`src/rtl/pc_ret_stack.sv`:
```
// pc_ret_stack: program counter sequencer with a hardware return-address stack
module pc_ret_stack #(
  parameter int ADDR_W = 16,
  parameter int DEPTH = 8,
  parameter logic [ADDR_W-1:0] RESET_PC = '0
) (
  input  logic                       clk,
  input  logic                       rst_n,
  input  logic                       en,
  input  logic                       pcflag,
  input  logic                       fcall,
  input  logic                       fcallend,
  input  logic [ADDR_W-1:0]          target,
  output logic [ADDR_W-1:0]          pc,
  output logic                       redirect,
  output logic [$clog2(DEPTH):0]     depth,
  output logic                       stack_full,
  output logic                       stack_empty,
  output logic                       ovf_err,
  output logic                       unf_err
);
  localparam int AW = $clog2(DEPTH);
  localparam int DW = AW + 1;
  logic [ADDR_W-1:0] stack [DEPTH];
  logic [ADDR_W-1:0] pc_inc, top;
  logic [DW-1:0] depth_m1;
  logic do_call, do_ret, do_br;
  assign stack_full = depth == DW'(DEPTH);
  assign stack_empty = depth == '0;
  assign pc_inc = pc + ADDR_W'(1);
  assign depth_m1 = depth - DW'(1);
  assign top = stack[depth_m1[AW-1:0]];
  assign do_call = fcall & ~stack_full;
  assign do_ret = ~fcall & fcallend & ~stack_empty;
  assign do_br = ~fcall & ~fcallend & pcflag;
  always_ff @(posedge clk or negedge rst_n) begin
    if (!rst_n) begin
      pc <= RESET_PC;
      depth <= '0;
      redirect <= 1'b0;
      ovf_err <= 1'b0;
      unf_err <= 1'b0;
    end else if (en) begin
      pc <= (do_call | do_br) ? target : do_ret ? top : pc_inc;
      depth <= do_call ? depth + DW'(1) : do_ret ? depth_m1 : depth;
      redirect <= do_call | do_ret | do_br;
      ovf_err <= ovf_err | (fcall & stack_full);
      unf_err <= unf_err | (~fcall & fcallend & stack_empty);
    end else begin
      redirect <= 1'b0;
    end
  end
  always_ff @(posedge clk) begin
    if (en & do_call) stack[depth[AW-1:0]] <= pc_inc;
  end
endmodule

```
`config.mk`:
```
export PLATFORM = sky130hd
export DESIGN_NAME = pc_ret_stack
export DESIGN_NICKNAME = d
export VERILOG_FILES = /design/src/rtl/pc_ret_stack.sv
export SDC_FILE = /design/constraint.sdc
export NUM_CORES = 1
export LEC_CHECK = 0
export ABC_AREA = 0
export CORE_MARGIN = 2
export CORE_UTILIZATION = 30
export CTS_BUF_LIST = sky130_fd_sc_hd__clkbuf_4
export CTS_CLUSTER_DIAMETER = 80
export DETAILED_ROUTE_END_ITERATION = 12
export HOLD_SLACK_MARGIN = 0.15
export SYNTH_ARGS = -nofsm -noshare
export SYNTH_HDL_FRONTEND = slang
export SYNTH_SLANG_ARGS = --single-unit
```
`constraint.sdc`:
```
create_clock -name clk -period 4.5 [get_ports clk]
set_input_delay 0.45 -clock clk [delete_from_list [all_inputs] [get_ports clk]]
set_output_delay 0.45 -clock clk [all_outputs]
set_load 0.02 [all_outputs]
```
==> summary.md <==
| Metric | Value |
|---|---|
| Period minus WS final | 2960 ps |
| Clk pwr share | 0.168 |
| Most frequent cells after synthesis | edfxtp_1 (128), mux4_2 (32), dfrtp_1 (23) |
| Wirelength per Cell | 21.6 um |
| Slowest cell on crit path | clkdlybuf4s50_1 |
| Worst hold path type | in -> async |
| Initial DRT Pass Iterations | 4 |
| Htree depth | 4 |
| HPWL Detailed | 10.0 mm |
| Core area | 21100 um2 |
| Max-cap viol count | 0 |
| Avg Inst Size Synth | 17.0 um2 |
| Nets | 469 |
| Syn. warnings | 0 |
| GP Congestion | 0.764 |
| Cells on worst reg2reg path | 8 |
| Top cells by area, synth | edfxtp_1 (59%), mux4_2 (11%), dfrtp_1 (8.9%) |
| Crit path DAT | 2510 ps |
| Synth Register Bits | 151 |
| Post-detailed-placement cell area | 7310 um2 |
| Post-route ant nets | 0 |
| Worst skew pair latency | 560 ps |
| Drc violations | 0 |
| Number of vias per cell | 5.17 |
| Vias in the first global route | 3747 |
| PortBufs | 46 |
| Initial core utilization | 0.307 |
| Tcrit/Tclk final | 0.657 |
| Die width | 151 um |
| NetSw | 1.67 mW |
| Final Skew | 17.0 ps |
| Post-synth EDFFs | 128 |
| Largest net degree at the start of global routing | 39 |
| Gr ovfl total | 0 |
| Final core occ | 0.359 |
| Num rows | 53 |
| Post-route cell area | 7570 um2 |
| I/O Pins | 47 |
| RSZ-0062 raised after global routing | false |
| Top cell type's share of synthesized area | 0.593 |
| Worst setup SP type | register |
| Routed Wire Length | 15.8 mm |
| Die area | 22800 um2 |
| DR WL met2 | 7.58 mm |
| Initial drt markers | 294 |
| Most frequent cell after synthesis | edfxtp_1 |
| Combinational fraction of design power | 0.400 |
| Net Sw Frac | 0.355 |
| Synth Flop Type | edfxtp_1 |
| Tot GR Track Use | 0.146 |
| Number of clock sinks | 151 |
| Worst path max stage delay | 650 ps |
| Die Y | 151 um |
| Metal3 WL | 773 um |
| Tightest Pin Transition | 1080 ps |
| Yosys top cell by area | edfxtp_1 |
| Total CTS buffers | 17 |
| Worst-path clk slew | 120 ps |
| Crit-path max FO | 10 |
| Critical path, cell by cell | inv_1 -> ha_1 -> nor3b_4 -> clkdlybuf4s50_1 |
| Part of the power in registers | 0.432 |
| Syn-to-layout area delta | 16.9% |
| TNS Setup | 0 ps |
| Status | finished clean |
| # setup viols final | 0 |
| Wl on met1 | 7.19 mm |
| CTS tree | built |
| Root Driver | clkbuf_4 |
| CTS Hold Bufs | 0 |
| Pleak | 2.50 nW |
| Resized cells post-CTS | 0 |
| Unique masters post-synth | 53 |
| Post-synthesis net count | 407 |
| First-pass GRT wire length | 23.5 mm |
| FFs w/ async S/R, synth | 0.152 |
| Final Hold Viols | 0 |
| Critical setup path kind | reg -> out |
| Initial antenna violation count | 1 |
| Worst VDD drop | 0.245 mV |
| Post-synthesis cell area | 6480 um2 |
| Seq/Total Area, Yosys | 0.682 |
| Filler cells | 2016 |
| Deepest clock path buffer count | 2 |
| CP Capture Type | output pin |
| CP required | 4050 ps |
| Uppermost layer routed | met4 |
| Worst slew margin | 0.277 |
| Cell Int Power | 3.04 mW |
| # Post-CTS Setup Buffers | 0 |
| Max Slew Vio Count | 0 |
| Via count | 3786 |
| Cells after Synth | 382 |
| Fraction of layout cells with a size suffix above 1 | 0.195 |
| Power Dens Cells | 622 nW/um2 |
| Fmax | 338 MHz |
-- path summary, 6_finish.rpt --
path	start	end	slack [ps]
max	depth[1]$_DFFE_PN0P_	stack_empty	1540
min	rst_n	unf_err$_DFFE_PN0P_	270
max reg2reg	depth[1]$_DFFE_PN0P_	pc[7]$_DFFE_PN0P_	1710
min reg2reg	ovf_err$_DFFE_PN0P_	ovf_err$_DFFE_PN0P_	490
max in group asynchronous	rst_n	depth[0]$_DFFE_PN0P_	3940
min in group clk	ovf_err$_DFFE_PN0P_	ovf_err$_DFFE_PN0P_	490
-- critical path, delay by kind of cell (launching register included) --
| family | cells | cell delay, ps |
|---|---|---|
| adders and majority gates | 1 | 340 |
| buffers and inverters | 2 | 770 |
| DFF | 1 | 520 |
| and+or+nand+nor | 1 | 320 |
-- sequential cells by signal, summed over array words and instances, names as in the netlist --
| register | cells |
|---|---|
| depth | 4 |
| unf_err | 1 |
| ovf_err | 1 |
| pc | 16 |
| redirect | 1 |
| stack | 128 |
-- layout make-up --
cell class	instances	area (um2)	area share
timing repair buffer	64	596	0.0787
inverter	10	37.5	0.00496
multi-input combinational	200	1910	0.252
clock buffer	20	150	0.0198
tap	275	344	0.0455
sequential	151	4420	0.584
clock inverter	12	110	0.0145
antenna	1	2.50	0.000331
-- logic make-up after synthesis --
| kind of cell | count (synthesis) | synth area share |
|---|---|---|
| flops | 151 | 0.682 |
| fa+ha+maj | 3 | 0.00580 |
| compound gates | 61 | 0.0659 |
| xor+xnor | 18 | 0.0272 |
| buf+inv | 31 | 0.0245 |
| mux | 47 | 0.135 |
| simple gates | 71 | 0.0595 |
-- placed cells by master, fill, tap and decap left out, types with 3 or more instances in the layout --
cell type,n
ha_1,3
and3_1,3
mux2i_1,13
clkbuf_4,20
clkinv_1,6
xor2_1,3
nor3_1,6
buf_4,18
a21o_1,3
or4_1,3
nor2_1,14
clkdlybuf4s50_1,46
mux4_2,32
clkinvlp_4,3
nor4_1,3
nand4_1,5
nand3_1,10
nand2_1,14
inv_1,10
a221o_1,4
a21oi_1,9
edfxtp_1,128
a211oi_1,6
xnor2_1,14
dfrtp_1,22
o21ai_0,15
-- power groups by stage --
stage | clock network (mW) | logic (mW) | registers (mW)
final | 0.790 | 1.89 | 2.03
after global routing | 0.876 | 2.02 | 2.06
after CTS | 0.817 | 1.91 | 2.04
after detailed placement | 0 | 1.90 | 2.07
after global placement | 0 | 1.88 | 2.06
after floorplan | 0 | 1.25 | 2.09
-- per-stage QoR --
stage	power, mW	hold slack [ps]	std cells	setup WS (ps)
final	4.71	268	733	1540
after global placement	3.94	467	700	1730
after global routing	4.96	255	733	1340
after CTS	4.76	237	732	1500
after floorplan	3.34	154	382	773
after detailed placement	3.96	466	700	1710
-- layer usage --
metal | vias to the layer above | global-route usage
li1 | 1665 | -
met1 | 1976 | 0.202
met2 | 124 | 0.223
met3 | 21 | 0.0373
met4 | 0 | 0.0537
met5 | - | 0
Note: power is estimated with default switching activity, not from simulation.
